==> src/rtl/neuro_wb_pkg.sv <==
// Shared types and address constants for the Neuromorphic_X1 Wishbone path.
// Also used by the wrapper address decode.
package neuro_wb_pkg;

    typedef enum logic [1:0] {IDLE, BUSY, ERRACK, RELEASE} arb_state_t;

    typedef struct packed {
        logic        cyc;
        logic        stb;
        logic        we;
        logic [3:0]  sel;
        logic [31:0] adr;
        logic [31:0] dat;
    } wb_req_t;

    localparam logic [31:0] NEURO_BASE = 32'h3000_0000;
    localparam logic [31:0] MPRJ_MASK  = 32'hFFFF_F000;

    function automatic logic in_neuro_region(input logic [31:0] adr);
        return (adr & MPRJ_MASK) == NEURO_BASE;
    endfunction

endpackage

==> src/rtl/wb_rr_pick2.sv <==
// Combinational two-way round-robin picker.
// On contention the requester that was not granted last wins.
module wb_rr_pick2 (
    input  logic [1:0] req,
    input  logic       last,
    output logic [1:0] grant
);

    always_comb begin
        grant = req;
        if (req == 2'b11)
            grant = last ? 2'b01 : 2'b10;
    end

endmodule

==> src/rtl/neuro_wb_arbiter.sv <==
// Two-requester round-robin Wishbone arbiter in front of the Neuromorphic_X1 macro.
// A watchdog turns a missing macro ack into an error-ack so the host never hangs.
module neuro_wb_arbiter
    import neuro_wb_pkg::*;
#(
    parameter int unsigned TIMEOUT_CYCLES = 256,
    parameter logic [31:0] ERR_DATA       = 32'hDEAD_BEEF,
    parameter int unsigned CNT_W          = $clog2(TIMEOUT_CYCLES + 1)
) (
    input  logic        wb_clk_i,
    input  logic        wb_rst_i,
    input  logic        m0_cyc_i,
    input  logic        m0_stb_i,
    input  logic        m0_we_i,
    input  logic [3:0]  m0_sel_i,
    input  logic [31:0] m0_adr_i,
    input  logic [31:0] m0_dat_i,
    output logic [31:0] m0_dat_o,
    output logic        m0_ack_o,
    input  logic        m1_cyc_i,
    input  logic        m1_stb_i,
    input  logic        m1_we_i,
    input  logic [3:0]  m1_sel_i,
    input  logic [31:0] m1_adr_i,
    input  logic [31:0] m1_dat_i,
    output logic [31:0] m1_dat_o,
    output logic        m1_ack_o,
    output logic        s_cyc_o,
    output logic        s_stb_o,
    output logic        s_we_o,
    output logic [3:0]  s_sel_o,
    output logic [31:0] s_adr_o,
    output logic [31:0] s_dat_o,
    input  logic [31:0] s_dat_i,
    input  logic        s_ack_i,
    output logic [1:0]  grant_o,
    output logic        timeout_flag_o,
    input  logic        timeout_clr_i
);

    localparam logic [CNT_W-1:0] CNT_LIM = CNT_W'(TIMEOUT_CYCLES - 1);

    arb_state_t       state, next_state;
    logic [1:0]       grant, pick, req;
    logic             last_grant;
    logic [CNT_W-1:0] cnt;
    logic             timeout_flag;
    wb_req_t          req0, req1, sel_req, s_req;
    logic             ack;
    logic [31:0]      rdat;

    assign req0    = {m0_cyc_i, m0_stb_i, m0_we_i, m0_sel_i, m0_adr_i, m0_dat_i};
    assign req1    = {m1_cyc_i, m1_stb_i, m1_we_i, m1_sel_i, m1_adr_i, m1_dat_i};
    assign req     = {m1_cyc_i & m1_stb_i, m0_cyc_i & m0_stb_i};
    assign sel_req = grant[1] ? req1 : req0;

    wb_rr_pick2 u_pick (
        .req   (req),
        .last  (last_grant),
        .grant (pick)
    );

    always_comb begin
        next_state = state;
        s_req      = '0;
        ack        = 1'b0;
        rdat       = '0;
        case (state)
            IDLE: if (|req) next_state = BUSY;
            BUSY: begin
                s_req = sel_req;
                ack   = s_ack_i & sel_req.cyc;
                rdat  = s_dat_i;
                // Abort first, then ack; an ack on the limit cycle beats the watchdog.
                if (!sel_req.cyc || s_ack_i) next_state = RELEASE;
                else if (cnt == CNT_LIM)     next_state = ERRACK;
            end
            ERRACK: begin
                ack        = 1'b1;
                rdat       = ERR_DATA;
                next_state = RELEASE;
            end
            RELEASE: next_state = IDLE;
            default: next_state = IDLE;
        endcase
    end

    always_ff @(posedge wb_clk_i) begin
        if (wb_rst_i) begin
            state        <= IDLE;
            grant        <= '0;
            last_grant   <= 1'b1;
            cnt          <= '0;
            timeout_flag <= 1'b0;
        end else begin
            state <= next_state;
            case (state)
                IDLE: if (|req) begin
                    grant      <= pick;
                    last_grant <= pick[1];
                    cnt        <= '0;
                end
                BUSY: begin
                    if (next_state == RELEASE) grant <= '0;
                    if (cnt != CNT_LIM) cnt <= cnt + CNT_W'(1);
                end
                ERRACK:  grant <= '0;
                default: ;
            endcase
            // Set has priority over a coincident clear.
            if (state == ERRACK)    timeout_flag <= 1'b1;
            else if (timeout_clr_i) timeout_flag <= 1'b0;
        end
    end

    assign s_cyc_o        = s_req.cyc;
    assign s_stb_o        = s_req.stb;
    assign s_we_o         = s_req.we;
    assign s_sel_o        = s_req.sel;
    assign s_adr_o        = s_req.adr;
    assign s_dat_o        = s_req.dat;
    assign m0_ack_o       = ack & grant[0];
    assign m1_ack_o       = ack & grant[1];
    assign m0_dat_o       = grant[0] ? rdat : '0;
    assign m1_dat_o       = grant[1] ? rdat : '0;
    assign grant_o        = grant;
    assign timeout_flag_o = timeout_flag;

endmodule

==> config.mk <==
export PLATFORM = sky130hd
export DESIGN_NAME = neuro_wb_arbiter
export DESIGN_NICKNAME = d
export VERILOG_FILES = /design/src/rtl/neuro_wb_pkg.sv /design/src/rtl/wb_rr_pick2.sv /design/src/rtl/neuro_wb_arbiter.sv
export SDC_FILE = /design/constraint.sdc
export NUM_CORES = 1
export LEC_CHECK = 0
export ABC_AREA = 1
export CORE_AREA = 2 2 122 124
export CTS_CLUSTER_DIAMETER = 60
export CTS_CLUSTER_SIZE = 14
export DETAILED_ROUTE_END_ITERATION = 8
export DIE_AREA = 0 0 124 126
export GPL_TIMING_DRIVEN = 0
export SYNTH_ARGS = -nofsm -noshare
export SYNTH_HDL_FRONTEND = slang
export SYNTH_SLANG_ARGS = --single-unit
==> constraint.sdc <==
create_clock -name wb_clk_i -period 1.83 [get_ports wb_clk_i]
set_clock_uncertainty 0.2 [all_clocks]
set_input_delay 0.366 -clock wb_clk_i [delete_from_list [all_inputs] [get_ports wb_clk_i]]
set_output_delay 0.366 -clock wb_clk_i [all_outputs]
set_load 0.03 [all_outputs]
==> results.toml <==
[final_layout]
fillCellCount = 1254
final_cell_mix = "176 x clkdlybuf4s50_1, 149 x buf_6, 91 x nor2_4"
drive_gt1_share_pct = 58.85
regArea_um2 = 315.3
nets = 1090
final_area_um2 = 8802
layout_commonest_cell = "clkdlybuf4s50_1"
syn_to_final_growth_pct = 250.9
multi_input_area_um2 = 3433

[timing]
period_share_pct = 122.4
layout_min_cycle_time_ns = 2.240
fin_ws_ns = -0.4101
slew_viol_final = 0
clock.fmax_mhz = 446.4
hold_viol = 0
tightest_slew_ns = 0.5038
setup_viol = 147
tns_ns = -45.49
relSlewSlack_pct = 66.41
grt_setup_unrepaired = "yes"

[detailed_routing]
drc_errors = 0
vias = 4994
routedWlPerCell_um = 18.12
first_pass_iters = 4
drt_iter0_drc = 167
viasPerCell = 4.586
final_antenna_net_count = 0
routed_wl_um = 19730

[synth]
yosys-top-cells-area = "nor2_1 31%, o21ai_0 15%, nand2_1 15%"
synth_top_area_cell = "nor2_1"
ys_types = 27
yosysWarnings = 0
avgSynthCellArea_um2 = 4.778
ys_seq_area_share_pct = 11.97
synth_nets = 710
ys_ff_latch = 15
synth_top_area_share_pct = 30.82
synth_area_um2 = 2509
synthCells = 525

[critical_path]
cp.arrival_ns = 1.67
reg2reg_slack_ns = -0.16
crit_path_end_kind = "output pin"
worst_ep_required_time_ns = 1.26
cp_max_fo = 6
crit_type = "reg -> out"
reg2reg_depth = 11
start_kind = "flop"

[clock_tree]
clk_pin_slew_ns = 0.05
cts_root_buf = "clkbuf_16"
cts.sinks = 15
cts_inserted_buffers = 3
htree_levels = 1
clk_latency_ns = 0.24
cts-hold-fix-buffers = 0
cts_tree = "done"
clockBufferDepth = 2

[die]
die_w_um = 124
rows = 44
num_io_pins = 318
fp.dieH_um = 126
core_um2 = 14310
start_util_pct = 17.53
dieArea_um2 = 15620

[place]
globalplace.congestion = 0.8874
port_buffers = 317
place_area_um2 = 7067
dp_hpwl_um = 14920
dp_slack_ns = -0.9979

[power]
p_sw_mw = 6.276
max-vdd-ir-drop_mv = 0.5632
p_sw_share_pct = 53.11
seq_power_share_pct = 4.1
p_leak_nw = 3.695
power_mw = 11.82
p_clk_share_pct = 3.6
power_frac_comb_pct = 92.3
intPower_mw = 5.540
power_density_nw_per_um2 = 1342

[global_route]
antenna_found_initial = 1
grt_max_degree = 11
grtUsageTotal_pct = 22.94
grt_pass1_vias = 4892
grt_pass1_wl_um = 27740
overflow = 0

[hold_path]
hold_path_class = "reg -> reg"
hold_depth = 2

[job]
maxCapViolCount = 0

[run_status]
outcome = "complete, but fails checks"
violations = "setup timing"
[power by group through the flow]
stage	sequential [mW]	combinational, mW	clock (mW)
floorplan	0.501	5.23	0
finish	0.479	10.9	0.431
global placement	0.469	7.72	0
CTS	0.478	10.0	0.435
detailed placement	0.469	7.80	0
global route	0.490	11.5	0.450
[synth_stat cells, drive strengths merged]
library cell    n
buf            17
dfxtp          15
or2             1
ha              7
a21oi          12
a31o            1
o211a           1
nand3           7
nor3b           1
nand4           1
inv            32
o21bai          1
nor2          208
o21ai          77
a211oi          2
nand2         101
nor3           18
clkbuf         23
[cell families after synthesis]
| group | count (synthesis) | synth area share, % |
|---|---|---|
| compound gates | 94 | 20.00 |
| fa+ha+maj | 7 | 3.491 |
| buf+inv | 72 | 11.52 |
| flops | 15 | 11.97 |
| simple gates | 337 | 53.02 |
[final timing paths]
check                        end           start
setup / recovery     s_adr_o[28]        state[1]
setup reg to reg          cnt[4]          cnt[0]
hold reg to reg   timeout_flag_o  timeout_flag_o
hold / removal    timeout_flag_o  timeout_flag_o
[what timing repair did]
action / 4_1_cts / 5_1_grt
gates cloned: 9 / 4
endpoints found under the setup margin: 148 / 150
setup buffers: 33 / 16
resized for setup: 1115 / 118
pin swaps: 38 / 46
[metal layers]
| layer | global-route usage, % | wire [um] | part of all wire [%] |
|---|---|---|---|
| met1 | 26.32 | 7364 | 37 |
| met2 | 43.70 | 10570 | 54 |
| met3 | 4.393 | 1360 | 6.9 |
| met4 | 4.032 | 437 | 2.2 |
| met5 | 0 | 0 | 0 |
[registers in the layout, indices dropped and copies added, names as in the netlist]
name,count
cnt,9
grant_o,2
timeout_flag_o,1
last_grant,1
state,2
[area by class of cell]
type	count	area share, %
Antenna cell	1	0.02843
Buffer	39	5.999
Clock buffer	3	0.8529
Clock inverter	1	0.05686
Inverter	32	1.564
Multi-Input combinational cell	438	39.00
Sequential cell	15	3.582
Tap cell	184	2.615
Timing Repair Buffer	376	46.30
[stage by stage]
step	utilization (%)	std cells	hold WS, ns
4_1_cts	57.99	1072	0.2702
6_report	61.49	1089	0.2662
2_1_floorplan	-	525	0.2298
3_5_place_dp	49.37	1026	0.2569
3_3_place_gp	49.37	1026	0.2476
5_1_grt	61.49	1089	0.3009
[critical path: stages, from the launching register on]
cell and delay, ns:
dfxtp_2 0.33, inv_4 0.08, ha_4 0.19, buf_12 0.14
buf_12 0.13, clkbuf_16 0.15, buf_6 0.09, o21ai_4 0.05
nor2_4 0.12, buf_6 0.14
(Power assumes the default switching activity.)
